$ cat src/rtl/key_tone_player.sv
// Piezo tone/melody player: a short note per key press, and three fixed melodies
// for the game's round-clear, game-clear and game-fail events.
module key_tone_player #(
    parameter int unsigned CLK_HZ  = 1_000_000,
    parameter int unsigned KEY_MS  = 80,
    parameter int unsigned NOTE_MS = 120
) (
    input  logic       clk,
    input  logic       rst_n,
    input  logic       key_valid,
    input  logic [3:0] current_key,
    input  logic       round_clear,
    input  logic       game_clear,
    input  logic       game_fail,
    output logic       piezo_out,
    output logic       busy
);

    // Half-period in cycles for notes C4..C5, rounded; frequencies are in centi-Hz.
    function automatic int unsigned half_period(input int unsigned idx);
        longint unsigned fc;
        case (idx)
            0:       fc = 64'd26163;
            1:       fc = 64'd29366;
            2:       fc = 64'd32963;
            3:       fc = 64'd34923;
            4:       fc = 64'd39200;
            5:       fc = 64'd44000;
            6:       fc = 64'd49388;
            default: fc = 64'd52325;
        endcase
        return 32'((64'(CLK_HZ) * 64'd100 + fc) / (64'd2 * fc));
    endfunction

    localparam int unsigned HP_TABLE [8] = '{
        half_period(0), half_period(1), half_period(2), half_period(3),
        half_period(4), half_period(5), half_period(6), half_period(7)
    };
    // C4 has the longest half-period, so it sizes the counter.
    localparam int unsigned HP_MAX = half_period(0);
    localparam int unsigned HP_W   = (HP_MAX > 1) ? $clog2(HP_MAX) : 1;
    localparam int unsigned TICK   = CLK_HZ / 1000;
    localparam int unsigned PRE_W  = (TICK > 1) ? $clog2(TICK) : 1;
    localparam int unsigned MS_MAX = (KEY_MS > NOTE_MS) ? KEY_MS : NOTE_MS;
    localparam int unsigned MS_W   = (MS_MAX > 1) ? $clog2(MS_MAX) : 1;

    typedef enum logic [1:0] {StIdle, StKey, StMelody} state_e;

    // Note index for a given melody id (1 round, 2 game clear, 3 fail) and step.
    function automatic logic [2:0] mel_note(input logic [1:0] id, input logic [1:0] step);
        logic [2:0] n;
        n = 3'd0;
        case (id)
            2'd1: n = (step == 2'd0) ? 3'd4 : 3'd7;
            2'd2: begin
                case (step)
                    2'd0:    n = 3'd0;
                    2'd1:    n = 3'd2;
                    2'd2:    n = 3'd4;
                    default: n = 3'd7;
                endcase
            end
            2'd3: begin
                case (step)
                    2'd0:    n = 3'd7;
                    2'd1:    n = 3'd4;
                    default: n = 3'd0;
                endcase
            end
            default: n = 3'd0;
        endcase
        return n;
    endfunction

    function automatic logic [1:0] mel_last(input logic [1:0] id);
        case (id)
            2'd1:    return 2'd1;
            2'd2:    return 2'd3;
            2'd3:    return 2'd2;
            default: return 2'd0;
        endcase
    endfunction

    state_e            state_q, state_d;
    logic [1:0]        mel_id_q, mel_id_d;
    logic [1:0]        step_q, step_d;
    logic [2:0]        note_q, note_d;
    logic [HP_W-1:0]   hp_cnt_q, hp_cnt_d;
    logic [PRE_W-1:0]  pre_cnt_q, pre_cnt_d;
    logic [MS_W-1:0]   ms_cnt_q, ms_cnt_d;
    logic              piezo_q, piezo_d;
    logic [3:0]        prev_q, prev_d;
    logic              arm_q, arm_d;

    logic [3:0]        in_now;
    logic [3:0]        rise;
    logic [1:0]        req;
    logic              start_mel;
    logic              start_key;
    logic [HP_W-1:0]   hp_last;
    logic [MS_W-1:0]   dur_last;

    // Bit order doubles as priority order: fail > game clear > round clear > key.
    assign in_now = {game_fail, game_clear, round_clear, key_valid};
    // arm_q masks the first clock after reset so a level already high is not a rise.
    assign rise   = in_now & ~prev_q & {4{arm_q}};

    // Request arbitration and next-state for tone sequencing.
    always_comb begin
        state_d   = state_q;
        mel_id_d  = mel_id_q;
        step_d    = step_q;
        note_d    = note_q;
        hp_cnt_d  = hp_cnt_q;
        pre_cnt_d = pre_cnt_q;
        ms_cnt_d  = ms_cnt_q;
        piezo_d   = piezo_q;
        prev_d    = in_now;
        arm_d     = 1'b1;

        if (rise[3])      req = 2'd3;
        else if (rise[2]) req = 2'd2;
        else if (rise[1]) req = 2'd1;
        else              req = 2'd0;

        start_mel = (req != 2'd0) && ((state_q != StMelody) || (req > mel_id_q));
        start_key = !start_mel && rise[0] && !current_key[3] && (state_q != StMelody);
        hp_last   = HP_W'(HP_TABLE[note_q] - 32'd1);
        dur_last  = (state_q == StKey) ? MS_W'(KEY_MS - 1) : MS_W'(NOTE_MS - 1);

        if (start_mel) begin
            state_d   = StMelody;
            mel_id_d  = req;
            step_d    = 2'd0;
            note_d    = mel_note(req, 2'd0);
            hp_cnt_d  = '0;
            pre_cnt_d = '0;
            ms_cnt_d  = '0;
            piezo_d   = 1'b0;
        end else if (start_key) begin
            state_d   = StKey;
            mel_id_d  = 2'd0;
            step_d    = 2'd0;
            note_d    = current_key[2:0];
            hp_cnt_d  = '0;
            pre_cnt_d = '0;
            ms_cnt_d  = '0;
            piezo_d   = 1'b0;
        end else if (state_q != StIdle) begin
            if (hp_cnt_q == hp_last) begin
                hp_cnt_d = '0;
                piezo_d  = ~piezo_q;
            end else begin
                hp_cnt_d = hp_cnt_q + HP_W'(1);
            end
            if (pre_cnt_q == PRE_W'(TICK - 1)) begin
                pre_cnt_d = '0;
                if (ms_cnt_q == dur_last) begin
                    // Current note is over: advance the melody or fall silent.
                    ms_cnt_d = '0;
                    hp_cnt_d = '0;
                    piezo_d  = 1'b0;
                    if ((state_q == StMelody) && (step_q != mel_last(mel_id_q))) begin
                        step_d = step_q + 2'd1;
                        note_d = mel_note(mel_id_q, step_q + 2'd1);
                    end else begin
                        state_d  = StIdle;
                        mel_id_d = 2'd0;
                        step_d   = 2'd0;
                        note_d   = 3'd0;
                    end
                end else begin
                    ms_cnt_d = ms_cnt_q + MS_W'(1);
                end
            end else begin
                pre_cnt_d = pre_cnt_q + PRE_W'(1);
            end
        end
    end

    // State and counter registers.
    always_ff @(posedge clk or negedge rst_n) begin
        if (!rst_n) begin
            state_q   <= StIdle;
            mel_id_q  <= 2'd0;
            step_q    <= 2'd0;
            note_q    <= 3'd0;
            hp_cnt_q  <= '0;
            pre_cnt_q <= '0;
            ms_cnt_q  <= '0;
            piezo_q   <= 1'b0;
            prev_q    <= 4'd0;
            arm_q     <= 1'b0;
        end else begin
            state_q   <= state_d;
            mel_id_q  <= mel_id_d;
            step_q    <= step_d;
            note_q    <= note_d;
            hp_cnt_q  <= hp_cnt_d;
            pre_cnt_q <= pre_cnt_d;
            ms_cnt_q  <= ms_cnt_d;
            piezo_q   <= piezo_d;
            prev_q    <= prev_d;
            arm_q     <= arm_d;
        end
    end

    assign piezo_out = piezo_q;
    assign busy      = (state_q != StIdle);

endmodule

$ cat config.mk
export PLATFORM = sky130hd
export DESIGN_NAME = key_tone_player
export DESIGN_NICKNAME = d
export VERILOG_FILES = /design/src/rtl/key_tone_player.sv
export SDC_FILE = /design/constraint.sdc
export NUM_CORES = 1
export LEC_CHECK = 0
export ABC_AREA = 1
export CAP_MARGIN = 20
export CORE_ASPECT_RATIO = 0.8
export CORE_MARGIN = 3
export CORE_UTILIZATION = 55
export CTS_CLUSTER_DIAMETER = 60
export CTS_CLUSTER_SIZE = 10
export DETAILED_ROUTE_END_ITERATION = 16
export PLACE_DENSITY_LB_ADDON = 0.1
export SETUP_SLACK_MARGIN = 0.1
export SYNTH_ARGS = -nofsm -noshare
export SYNTH_HDL_FRONTEND = slang
export SYNTH_SLANG_ARGS = --single-unit
export TNS_END_PERCENT = 20
$ cat constraint.sdc
create_clock -name clk -period 2.5 [get_ports clk]
set_input_delay 0.5 -clock clk [delete_from_list [all_inputs] [get_ports clk]]
set_output_delay 0.5 -clock clk [all_outputs]
set_load 0.01 [all_outputs]
==> flow_summary_export.csv <==
group,metric,value,unit
status,status,"complete, no violations",
timing,max_freq,0.4250,GHz
clocking,cts_buffer_depth,2,
cells_and_area,final_cells,600,
routing,drt_iter0_drc,134,
clocking,postCtsHoldBufs,0,
power,p_per_area,924.7,nW/µm²
setup_path,crit_path_end_kind,"register",
floorplan,die_w,93.19,µm
logic_synthesis,synthTopCellsByArea,"dfrtp_1, nand2_1, ha_1, inv_1, nand3_1",
power,ir_drop,0.0004857,V
logic_synthesis,synth-seq-cells,43,
clocking,numCtsBuffers,5,
timing,worstMarginPinSlew,0.5512,ns
global_route,grt_pass1_vias,3000,
clocking,clk_pin_slew,0.09,ns
timing,setup_viol,0,
setup_path,start_kind,"register",
clocking,htree_levels,2,
floorplan,die_y,75.75,µm
logic_synthesis,ys_warn_count,0,
logic_synthesis,synthArstFlopShare,100.0,%
global_route,antenna_found_initial,0,
power,leakagePower,1.991,nW
cells_and_area,fin_area,4121,µm²
floorplan,rows,24,
global_route,met1_usage,31.08,%
cells_and_area,diodes,0,
routing,routed_wl,8.263,mm
logic_synthesis,yosysMostFrequentCell,"nand2_1",
timing,maxSlewViolCount,0,
power,switching_share,47.53,%
setup_path,cp.required,2.69,ns
power,netSwitchingPower,1.812,mW
setup_path,criticalPathCategory,"register to register",
routing,post_drt_wl_per_cell,13.77,µm
floorplan,core,5675,µm²
logic_synthesis,yosysSeqAreaShare,32.17,%
timing,relSlewSlack,63.25,%
logic_synthesis,synth_area_per_cell,7.177,µm²
placement,place.gp.congestion,0.8939,
power,p_seq_share,29.6,%
logic_synthesis,syn_area,3344,µm²
global_route,met2_usage,41.82,%
global_route,top_usage_layer,"met2",
global_route,grt_overflow,0,
logic_synthesis,synth.distinct_cells,37,
floorplan,start_util,58.93,%
global_route,grt_pass1_wl,13.35,mm
floorplan,die-area,7058,µm²
routing,viasPerCell,5.347,
timing,fin_crit_sh,94.11,%
routing,drc,0,
power,p_comb_share,58.6,%
power,clkPwrFrac,11.8,%
cells_and_area,synthToLayoutAreaGrowth,23.23,%
timing,fin_crit,2.353,ns
logic_synthesis,synth_cells,466,
routing,vias,3208,
min_path,min-delay-path-class,"input port to asynchronous set/reset pin",
routing,dr.pass1.iters,5,
logic_synthesis,synth_top_area_cell,"dfrtp_1",
logic_synthesis,ys.flop_type,"dfrtp_1",
logic_synthesis,syn-num-nets,495,
global_route,grt_use_total,23.51,%
cells_and_area,fill_cells,428,
placement,dp_cells,577,
placement,port_buffers,11,
clocking,cts_sinks,43,
clocking,cts_tree,"yes",
global_route,grt_max_degree,44,
logic_synthesis,synth_top_area_share,32.17,%
cells_and_area,seq_area,1079,µm²
timing,fin_skew,0.01010,ns
setup_path,worst-path-max-fanout,10,
logic_synthesis,synth_common_cells,"nand2_1, inv_1, dfrtp_1",
timing,hold_violations,0,
cells_and_area,drive_gt1_share,26.63,%
routing,antenna_left,0,
placement,dp_hpwl,5.688,mm
timing,rsz0062_at_grt,"true",
flow_run,drv_cap,0,
logic_synthesis,synth_edf_count,0,
setup_path,cp.arrival,2.54,ns
clocking,clk_latency,0.30,ns
power,total_power,3.811,mW
clocking,clockRootBuffer,"clkbuf_8",
floorplan,ios,12,
cells_and_area,multi_input_area,2073,µm²
placement,dpl-instance-area,3686,µm²
global_route,met3_usage,3.060,%
power,power.internal,2.000,mW
cells_and_area,nets,550,
[cell families after synthesis]
kind of cell	after synthesis	synth area share, %
xor gates and xnor gates	13	3.404
and+or+nand+nor	251	35.09
DFF	43	32.17
adders and majority gates	19	7.108
other	1	0.1121
AOI/OAI and AO/OA	60	10.89
buffers and inverters	79	11.22
[routing by layer]
metal / share of wire [%] / routed length (µm)
met5: 0 / 0
met2: 48 / 3954
met1: 47 / 3844
met4: 1.5 / 127
met3: 4.1 / 336
[state kept, by name, summed over array words and instances (netlist names), 2 cells and up]
| register | flops |
|---|---|
| step_q | 2 |
| note_q | 3 |
| state_q | 2 |
| hp_cnt_q | 11 |
| pre_cnt_q | 10 |
| prev_q | 4 |
| mel_id_q | 2 |
| ms_cnt_q | 7 |
[cell type report]
type | count | share of cell area (%)
repair buffers | 55 | 12.33
clock inverters | 2 | 0.3036
clock buffers | 6 | 1.761
inverters | 71 | 6.770
multi-input cells | 345 | 50.30
flip-flops and latches | 43 | 26.17
well taps | 78 | 2.368
[placed cells by master (no fill, tap or decap), types with 2 or more instances in the layout]
master,count
dfrtp_2,2
buf_4,36
nor2_1,26
o31ai_1,2
xnor2_1,2
nor3_1,14
ha_1,13
nand2_1,116
nor3_2,2
dlygate4sd2_1,3
nand4_1,7
o21a_1,2
clkdlybuf4s50_1,7
nor2_4,7
ha_2,3
ha_4,3
a21oi_1,15
inv_2,10
inv_4,2
xor2_1,10
nand2_2,19
nand2_4,10
clkbuf_8,5
inv_1,58
a21oi_2,10
nor2_2,6
o21ai_2,5
o211ai_1,2
nand3_1,37
buf_6,5
o21ai_1,6
nand3_2,3
dfrtp_1,41
o21ai_0,16
[path summary, 6_finish.rpt]
kind	start	endpoint	slack, ns	cells after the start
hold reg to reg	ms_cnt_q[6]	ms_cnt_q[6]	0.53	2
setup / recovery	arm_q	pre_cnt_q[5]	0.15	16
setup reg to reg	arm_q	pre_cnt_q[5]	0.15	16
hold / removal	rst_n	prev_q[3]	0.25	2
min in group clk	game_fail	prev_q[3]	0.45	1
max in group asynchronous	rst_n	note_q[0]	1.84	2
[worst max-delay path: stages (launching register included)]
cell,delay [ns]
dfrtp_1,0.38
inv_2,0.07
nor2_2,0.11
nand2_2,0.06
a21oi_2,0.14
nor2_1,0.08
ha_1,0.27
nand2_1,0.06
o21ai_2,0.06
nand2_2,0.08
nand2_4,0.08
inv_4,0.04
nor2_4,0.14
nand2_4,0.13
bufbuf_16,0.31
a21oi_1,0.16
nor3_1,0.06
[metrics by stage]
| step | hold slack [ns] | setup TNS [ns] | utilization [%] | setup slack (ns) |
|---|---|---|---|---|
| global route | 0.2967 | -0.06083 | 72.62 | -0.03330 |
| global placement | 0.5042 | -5.381 | 64.95 | -0.1936 |
| finish | 0.2550 | 0 | 72.62 | 0.1473 |
| detailed placement | 0.5131 | -8.449 | 64.95 | -0.3091 |
| CTS | 0.2830 | 0 | 68.87 | 0.1119 |
| floorplan | 0.2044 | 0 | - | 0.3280 |
[timing repair]
action,CTS,global route
gates cloned,2,1
pin swaps,7,21
resized for setup,15,44
setup buffers,6,7
setup endpoints to repair,26,39
[power groups by stage]
stage | combinational (mW) | clock [mW] | sequential, mW
4_1_cts | 2.07 | 0.455 | 1.11
3_3_place_gp | 1.91 | 0 | 1.12
5_1_grt | 2.52 | 0.480 | 1.16
6_report | 2.23 | 0.450 | 1.13
2_1_floorplan | 1.55 | 0 | 1.06
3_5_place_dp | 1.97 | 0 | 1.12
Note: power is estimated with default switching activity, not from simulation.
